**config.mk**
```make
export PLATFORM = sky130hd
export DESIGN_NAME = div_seq_ctrl_flat
export DESIGN_NICKNAME = d
export VERILOG_FILES = /design/src/rtl/div_seq_ctrl_if.sv /design/src/rtl/div_seq_ctrl.sv /design/src/flat_wrapper.sv
export SDC_FILE = /design/constraint.sdc
export NUM_CORES = 1
export LEC_CHECK = 0
export ABC_AREA = 1
export CAP_MARGIN = 15
export CORE_MARGIN = 4
export CORE_UTILIZATION = 40
export CTS_CLUSTER_SIZE = 40
export DETAILED_ROUTE_END_ITERATION = 6
export GPL_TIMING_DRIVEN = 0
export SLEW_MARGIN = 40
export SYNTH_ARGS = -nofsm -noshare
export SYNTH_HDL_FRONTEND = slang
export SYNTH_SLANG_ARGS = --single-unit
```
**constraint.sdc**
```tcl
create_clock -name clk -period 3.3 [get_ports clk]
set_clock_uncertainty 0.2 [all_clocks]
set_input_delay 0.99 -clock clk [delete_from_list [all_inputs] [get_ports clk]]
set_output_delay 0.99 -clock clk [all_outputs]
set_load 0.02 [all_outputs]
```
**src/rtl/div_seq_ctrl_if.sv**
```systemverilog
// div_seq_ctrl_if: EX-stage handshake and result bus between the pipeline and the divider.
interface div_seq_ctrl_if #(parameter int WIDTH = 32);
    logic             start;
    logic [1:0]       op;
    logic [WIDTH-1:0] dividend;
    logic [WIDTH-1:0] divisor;
    logic             flush;
    logic             stall;
    logic             busy;
    logic             done;
    logic [WIDTH-1:0] result;
    modport master (output start, op, dividend, divisor, flush, input stall, busy, done, result);
    modport slave  (input start, op, dividend, divisor, flush, output stall, busy, done, result);
endinterface

```
**src/rtl/div_seq_ctrl.sv**
```systemverilog
// div_seq_ctrl: iterative radix-2 divider sequencer/datapath for RV32M DIV/DIVU/REM/REMU.
// Optional DIV_FAST_SPECIAL_EN retires divide-by-zero and signed overflow straight from IDLE.
module div_seq_ctrl #(
    parameter int WIDTH = 32,
    parameter int CNT_W = 6
) (
    input logic          clk,
    input logic          rst_n,
    div_seq_ctrl_if.slave bus
);
    typedef enum logic [1:0] {IDLE, BUSY, FIX, DONE} state_t;
    state_t           state, next;
    logic [WIDTH-1:0] rem, quo, dvs, res;
    logic [CNT_W-1:0] cnt;
    logic             sel_rem, q_neg, r_neg, dz;
    logic             accept, sgn, a_neg, b_neg, fast;
    logic [WIDTH-1:0] a_abs, b_abs, quo_fix, rem_fix;
    logic [WIDTH:0]   diff;
    assign accept  = state == IDLE && bus.start && !bus.flush;
    assign sgn     = !bus.op[0];
    assign a_neg   = sgn && bus.dividend[WIDTH-1];
    assign b_neg   = sgn && bus.divisor[WIDTH-1];
    assign a_abs   = a_neg ? -bus.dividend : bus.dividend;
    assign b_abs   = b_neg ? -bus.divisor : bus.divisor;
    // diff[WIDTH] set means the shifted remainder is below the divisor
    assign diff    = {rem, quo[WIDTH-1]} - {1'b0, dvs};
    // signed divide-by-zero would otherwise get its all-ones quotient negated
    assign quo_fix = dz ? '1 : q_neg ? -quo : quo;
    assign rem_fix = r_neg ? -rem : rem;
`ifdef DIV_FAST_SPECIAL_EN
    logic             spec_dz, spec_ovf;
    logic [WIDTH-1:0] spec_res;
    assign spec_dz  = bus.divisor == '0;
    assign spec_ovf = sgn && bus.dividend == {1'b1, {(WIDTH-1){1'b0}}} && bus.divisor == '1;
    assign fast     = spec_dz || spec_ovf;
    assign spec_res = spec_dz ? (bus.op[1] ? bus.dividend : '1) : (bus.op[1] ? '0 : bus.dividend);
`else
    assign fast = 1'b0;
`endif
    always_ff @(posedge clk or negedge rst_n) begin
        if (!rst_n) state <= IDLE;
        else        state <= next;
    end
    always_comb begin
        next = state;
        case (state)
            IDLE:    next = accept ? (fast ? DONE : BUSY) : IDLE;
            BUSY:    next = bus.flush ? IDLE : (cnt == CNT_W'(1) ? FIX : BUSY);
            FIX:     next = bus.flush ? IDLE : DONE;
            default: next = IDLE;
        endcase
    end
    always_ff @(posedge clk or negedge rst_n) begin
        if (!rst_n) begin
            rem     <= '0;
            quo     <= '0;
            dvs     <= '0;
            res     <= '0;
            cnt     <= '0;
            sel_rem <= 1'b0;
            q_neg   <= 1'b0;
            r_neg   <= 1'b0;
            dz      <= 1'b0;
        end else if (accept) begin
            sel_rem <= bus.op[1];
            q_neg   <= a_neg ^ b_neg;
            r_neg   <= a_neg;
            dz      <= bus.divisor == '0;
            rem     <= '0;
            quo     <= a_abs;
            dvs     <= b_abs;
            cnt     <= CNT_W'(WIDTH);
`ifdef DIV_FAST_SPECIAL_EN
            if (fast) res <= spec_res;
`endif
        end else if (state == BUSY) begin
            rem <= diff[WIDTH] ? {rem[WIDTH-2:0], quo[WIDTH-1]} : diff[WIDTH-1:0];
            quo <= {quo[WIDTH-2:0], !diff[WIDTH]};
            cnt <= cnt - CNT_W'(1);
        end else if (state == FIX && !bus.flush) begin
            res <= sel_rem ? rem_fix : quo_fix;
        end
    end
    assign bus.stall  = accept || state == BUSY || state == FIX;
    assign bus.busy   = state == BUSY || state == FIX;
    assign bus.done   = state == DONE;
    assign bus.result = res;
endmodule

```
**src/flat_wrapper.sv**
```systemverilog
// flat-port wrapper written by rule: the top's interface ports become plain ports
module div_seq_ctrl_flat 
#(
    parameter int WIDTH = 32,
    parameter int CNT_W = 6
)
  (clk, rst_n, bus_start, bus_op, bus_dividend, bus_divisor, bus_flush, bus_stall, bus_busy, bus_done, bus_result);
  div_seq_ctrl_if #(.WIDTH(WIDTH)) bus_i ();
  input logic clk;
  input logic rst_n;
  input wire logic [$bits(bus_i.start)-1:0] bus_start;
  input wire logic [$bits(bus_i.op)-1:0] bus_op;
  input wire logic [$bits(bus_i.dividend)-1:0] bus_dividend;
  input wire logic [$bits(bus_i.divisor)-1:0] bus_divisor;
  input wire logic [$bits(bus_i.flush)-1:0] bus_flush;
  output wire logic [$bits(bus_i.stall)-1:0] bus_stall;
  output wire logic [$bits(bus_i.busy)-1:0] bus_busy;
  output wire logic [$bits(bus_i.done)-1:0] bus_done;
  output wire logic [$bits(bus_i.result)-1:0] bus_result;
  assign bus_i.start = bus_start;
  assign bus_i.op = bus_op;
  assign bus_i.dividend = bus_dividend;
  assign bus_i.divisor = bus_divisor;
  assign bus_i.flush = bus_flush;
  assign bus_stall = bus_i.stall;
  assign bus_busy = bus_i.busy;
  assign bus_done = bus_i.done;
  assign bus_result = bus_i.result;
  div_seq_ctrl #(.WIDTH(WIDTH), .CNT_W(CNT_W)) u_core (.clk(clk), .rst_n(rst_n), .bus(bus_i));
endmodule
```
# Yosys cells after proc, flatten, opt, wreduce, memory -nomap -nowiden

Index checks and enable logic that the tools add are counted.

Logic and storage cells: 56
Bits of input ports: 70
Output and inout port bits: 35
Flip-flop bits (word level): 140

Reductions and logical operators: 15
Add/subtract/negate cells: 6
Bitwise logic cells: 3
Eq/ne operators: 4
Multiplexer cells: 18

Operator list:

| cell                                              | count |
|---|---|
| 2-to-1 mux 32 bit                                 | 11 |
| negator 32 bit                                    | 4 |
| subtractor 33 x 32 -> 33 bit                      | 1 |
| logical NOT 32 bit                                | 1 |
| 2-to-1 mux 6 bit                                  | 2 |
| == test 6 x 1 -> 1 bit (second input constant)    | 1 |
| 2-to-1 mux 2 bit                                  | 3 |
| one-hot mux 2 bit (3 select lines)                | 1 |
| subtractor 6 x 1 -> 6 bit (second input constant) | 1 |
| logical AND 1 bit                                 | 5 |
| == test 2 bit (second input constant)             | 2 |
| logical NOT 1 bit                                 | 3 |
| logical OR 1 bit                                  | 3 |
| AND reduction 3 bit                               | 1 |
| == test 2 x 1 -> 1 bit (second input constant)    | 1 |
| logical NOT 2 bit                                 | 1 |
| inverter 1 bit                                    | 2 |
| nonzero test 2 bit                                | 1 |
| 2-to-1 mux 1 bit                                  | 1 |
| XOR 1 bit                                         | 1 |

# Longest topological paths before layout

Depth after elaboration: 5
Gate-level depth with buffers: 18
Mapped depth without buffers: 17

# Least setup slack after synthesis

No wires, ideal clock.

Path type: input -> output
Start point: input bus_flush
End point: output bus_stall
Data required time: 2110 ps
Path slack: 67 ps
Data arrival time: 2043 ps
Stages: 7
Path buffers: 2
Cell sequence: inv_1 nand3_2 inv_2 nor2_2 buf_2 clkbuf_1 nand2_1

Word-level cells in the longest chain between the ends: 4

RTL lines:

| item                          | RTL line           | text |
|---|---|---|
| start, declared               | flat_wrapper.sv:15 | `input wire logic [$bits(bus_i.flush)-1:0] bus_flush;` |
| logical NOT 1 bit             | div_seq_ctrl.sv:19 | `assign accept = state == IDLE && bus.start && !bus.flush;` |
| logical AND 1 bit             | div_seq_ctrl.sv:19 |  |
| logical OR 1 bit (2 in a row) | div_seq_ctrl.sv:84 | `assign bus.stall = accept \|\| state == BUSY \|\| state == FIX;` |
| end, declared                 | flat_wrapper.sv:16 | `output wire logic [$bits(bus_i.stall)-1:0] bus_stall;` |

No other way between the ends.

# Final worst setup path

Same ends and word-level chain as after synthesis.

==> summary.md <==
| Metric | Value |
|---|---|
| Pre-antenna DRT Iters | `7` |
| CP max stage delay | `260 ps` |
| Reg-to-Reg End | `u_core.rem[19]` |
| Core ar. | `31700 um2` |
| GRT Util Overall | `0.255` |
| Root buf cell | `clkbuf_16` |
| GP Congestion | `0.956` |
| Die W | `188 um` |
| Placement Rows | `65` |
| CP endpoint kind | `output pin` |
| Avg Cell Area, Syn | `6.15 um2` |
| Antenna Diode Count | `0` |
| Final Worst Setup Slack | `184 ps` |
| Synthesized area | `12900 um2` |
| Die height | `188 um` |
| Design Area, Final | `15200 um2` |
| # H-tree levels | `4` |
| Worst EP arrival | `1930 ps` |
| Remaining Overflow, GRT | `0` |
| WL/cell | `~17 um` |
| Setup crit start kind | `primary input` |
| Max VDD drop | `around 0.40 mV` |
| RSZ-0062 raised after global routing | `no` |
| Final setup viols | `0` |
| Worst-margin pin slew | `634 ps` |
| Clk sinks | `140` |
| Fmax | `0.321 GHz` |
| R2r startpoint | `u_core.rem[0]` |
| Max FO, Critical Path | `6` |
| Clk slew on worst S/H paths | `60 ps` |
| Worst min path class | `in -> async` |
| Synth unique cells | `49` |
| Power density cells | `830 nW/um2` |
| CTS tree | `done` |
| CTS Buf Count | `17` |
| FF-to-FF setup slack | `420 ps` |
| I/O pin total | `105` |
| DIE AREA | `roughly 35000 um2` |
| Vias in the first global route | `13.1k` |
| Via Count | `13.9k` |
| Setup TNS | `0 ps` |
| Violated checks | `DRC` |
| Fin. max-slew vios | `0` |
| Pin count of the biggest net entering global routing | `53` |
| Final hold vios | `0` |
| Worst-case reg-to-reg path depth | `17` |
| Initial Util | `0.407` |
| Tmin final | `3120 ps` |
| Crit-path slowest cell | `dlygate4sd2_1` |
| NetSw | `6.52 mW` |
| Antenna viol nets, final | `0` |
| First-pass GRT wire length | `71500 um` |
| Run status | `finished, violations left` |
| Crit Path Class | `in -> out` |
| Net count after synthesis | `2213` |
| Fin nets | `2340` |
| Fin Hold WS | `232 ps` |
| P_int | `between 6 and 7 mW` |
| Net Sw Frac | `0.517` |
| Final core utilization | `0.479` |
| Routed vias/inst | `5.25` |
| DRT Wirelength | `~46000 um` |
| Comb pwr share | `0.606` |
| Share of cells above drive strength 1 | `0.0670` |
| 1st-iter DRT viols | `1252` |
| Max-Cap Viols | `0` |
| Power share of the sequential group | `0.228` |
| Clock network latency to the later pin of the worst-skew pair | `~440 ps` |
| CTS Buffer Depth | `2` |
| Hpwl dp | `between 30000 and 40000 um` |
| Synth Register Bits | `140` |
| Pre-CTS setup slack | `-1560 ps` |
| Mapped Cells | `2100` |
| DRC violations left | `8` |
| Number of port buffers | `104` |
| P_leak | `7.60 nW` |
| Cell Chain, Critical Path | `dlygate4sd2_1 -> inv_2 -> nand3_4 -> inv_4 -> nor2_4 -> buf_12 -> nand2_1 -> buf_4` |
| Hold buffer count at CTS | `0` |
| Placed inst area | `approximately 15000 um2` |
| Register area share after synthesis | `0.271` |
| Tcrit/Tclk final | `0.944` |
| Yosys warns | `0` |
| Syn-to-layout area delta | `17.7%` |
| Initial antenna violation count | `0` |
| Rel. slew slack | `0.577` |
| Clock group share of total power | `0.166` |
| Critical Path RT | `2110 ps` |
## registers in the layout, summed over array words and instances, names as in the netlist
name / flops
u_core.q_neg: 1
u_core.sel_rem: 1
u_core.dz: 1
u_core.rem: 32
u_core.r_neg: 1
u_core.dvs: 32
u_core.quo: 32
u_core.cnt: 6
u_core.state: 2
u_core.bus.result: 32
## power by group through the flow
stage | sequential, mW | combinational [mW] | clock, mW
6_report | 2.87 | 7.64 | 2.09
5_1_grt | 2.93 | 8.54 | 2.19
4_1_cts | 2.86 | 7.58 | 2.12
3_5_place_dp | 2.88 | 7.52 | 0
3_3_place_gp | 2.88 | 7.45 | 0
2_1_floorplan | 2.66 | 5.49 | 0
## area by class of cell
cell class | instances | area [um2]
fillers | 3364 | 16500
plain buffers | 59 | 303
flip-flops and latches | 140 | 3500
multi-input cells | 1599 | 7990
clock buffers | 19 | 443
well taps | 402 | 503
inverters | 301 | 1130
repair buffers | 109 | 1120
clock inverters | 12 | 185
## critical path, delay by kind of cell
family | cells | cell delay (ps)
buffers and inverters | 5 | 660
and+or+nand+nor | 3 | 270
## placed cells by master (no fill, tap or decap), types with 5 or more instances in the layout
cell type	netlist	routed
a21oi_1	58	58
a31oi_1	12	12
and2_1	7	7
buf_1	9	9
buf_2	9	8
buf_4	6	10
clkbuf_1	34	34
clkbuf_16	0	17
clkdlybuf4s50_1	0	100
dfrtp_1	140	140
ha_1	42	42
inv_1	286	285
inv_2	12	12
nand2_1	660	660
nand2_2	32	32
nand3_1	212	212
nand3_2	23	22
nand3b_1	8	8
nand4_1	32	32
nor2_1	229	229
nor2_2	7	6
nor3_1	22	22
nor4_1	6	6
o211ai_1	8	8
o21a_1	5	5
o21ai_0	102	102
o21bai_1	12	12
o221ai_1	21	21
o22ai_1	10	10
or2_2	7	7
xnor2_1	20	20
xor2_1	32	32
## per-stage QoR
stage / power [mW] / cells
finish: 12.6 / 2641
global route: 13.7 / 2641
CTS: 12.6 / 2641
detailed placement: 10.4 / 2608
global placement: 10.3 / 2606
floorplan: 8.15 / 2100
## routing by layer
layer | wire [um] | GRT usage
met1 | 21600 | 0.362
met2 | 20800 | 0.410
met3 | 2240 | 0.0289
met4 | 1220 | 0.0776
met5 | 0 | 0
## synth_stat cells (all sizes together)
cell type  count  share of area
a21boi         2         0.0012
a21o           1        0.00058
a21oi         62          0.026
a22oi          1        0.00058
a2bb2oi        4         0.0027
a31oi         12         0.0058
and2           7         0.0034
and3           2        0.00097
buf           26          0.013
clkbuf        34         0.0099
clkinv         3        0.00087
dfrtp        140           0.27
fa             1         0.0016
ha            42          0.041
inv          298          0.087
nand2        697           0.21
nand3        236           0.10
nand3b         8         0.0047
nand4         32          0.016
nor2         238          0.072
nor3          24          0.010
nor4           6         0.0029
o211ai         8         0.0047
o21a           5         0.0029
o21ai        104          0.040
o21bai        12         0.0070
o221ai        21          0.014
o22ai         10         0.0048
o311ai         1        0.00068
o31ai          3         0.0017
or2            8         0.0039
xnor2         20          0.014
xor2          32          0.022
## worst max path at each step
stage / cells past startpoint / to / startpoint / slack, ps
after floorplan: 7 / bus_stall / bus_flush / 70
after global placement: 1 / u_core.quo[2] / rst_n / -5020
after detailed placement: 9 / bus_stall / bus_flush / -1560
after CTS: 7 / bus_stall / bus_start / 2
after global routing: 8 / bus_stall / bus_flush / 110
final: 8 / bus_stall / bus_flush / 180
## timing repair
action	in CTS	in global routing
pin swaps	1	0
resized for setup	13	2
setup endpoints to repair	1	1
buffers inserted	3	0
## cell families (layout without fill, tap and decap cells)
logic type,count (synthesis),after routing,synth area share
compound gates,246,246,0.113
xor+xnor,52,52,0.0353
flops,140,140,0.271
simple gates,1258,1258,0.428
fa+ha+maj,43,43,0.0423
buf+inv,361,500,0.110
Note: power is estimated with default switching activity, not from simulation.
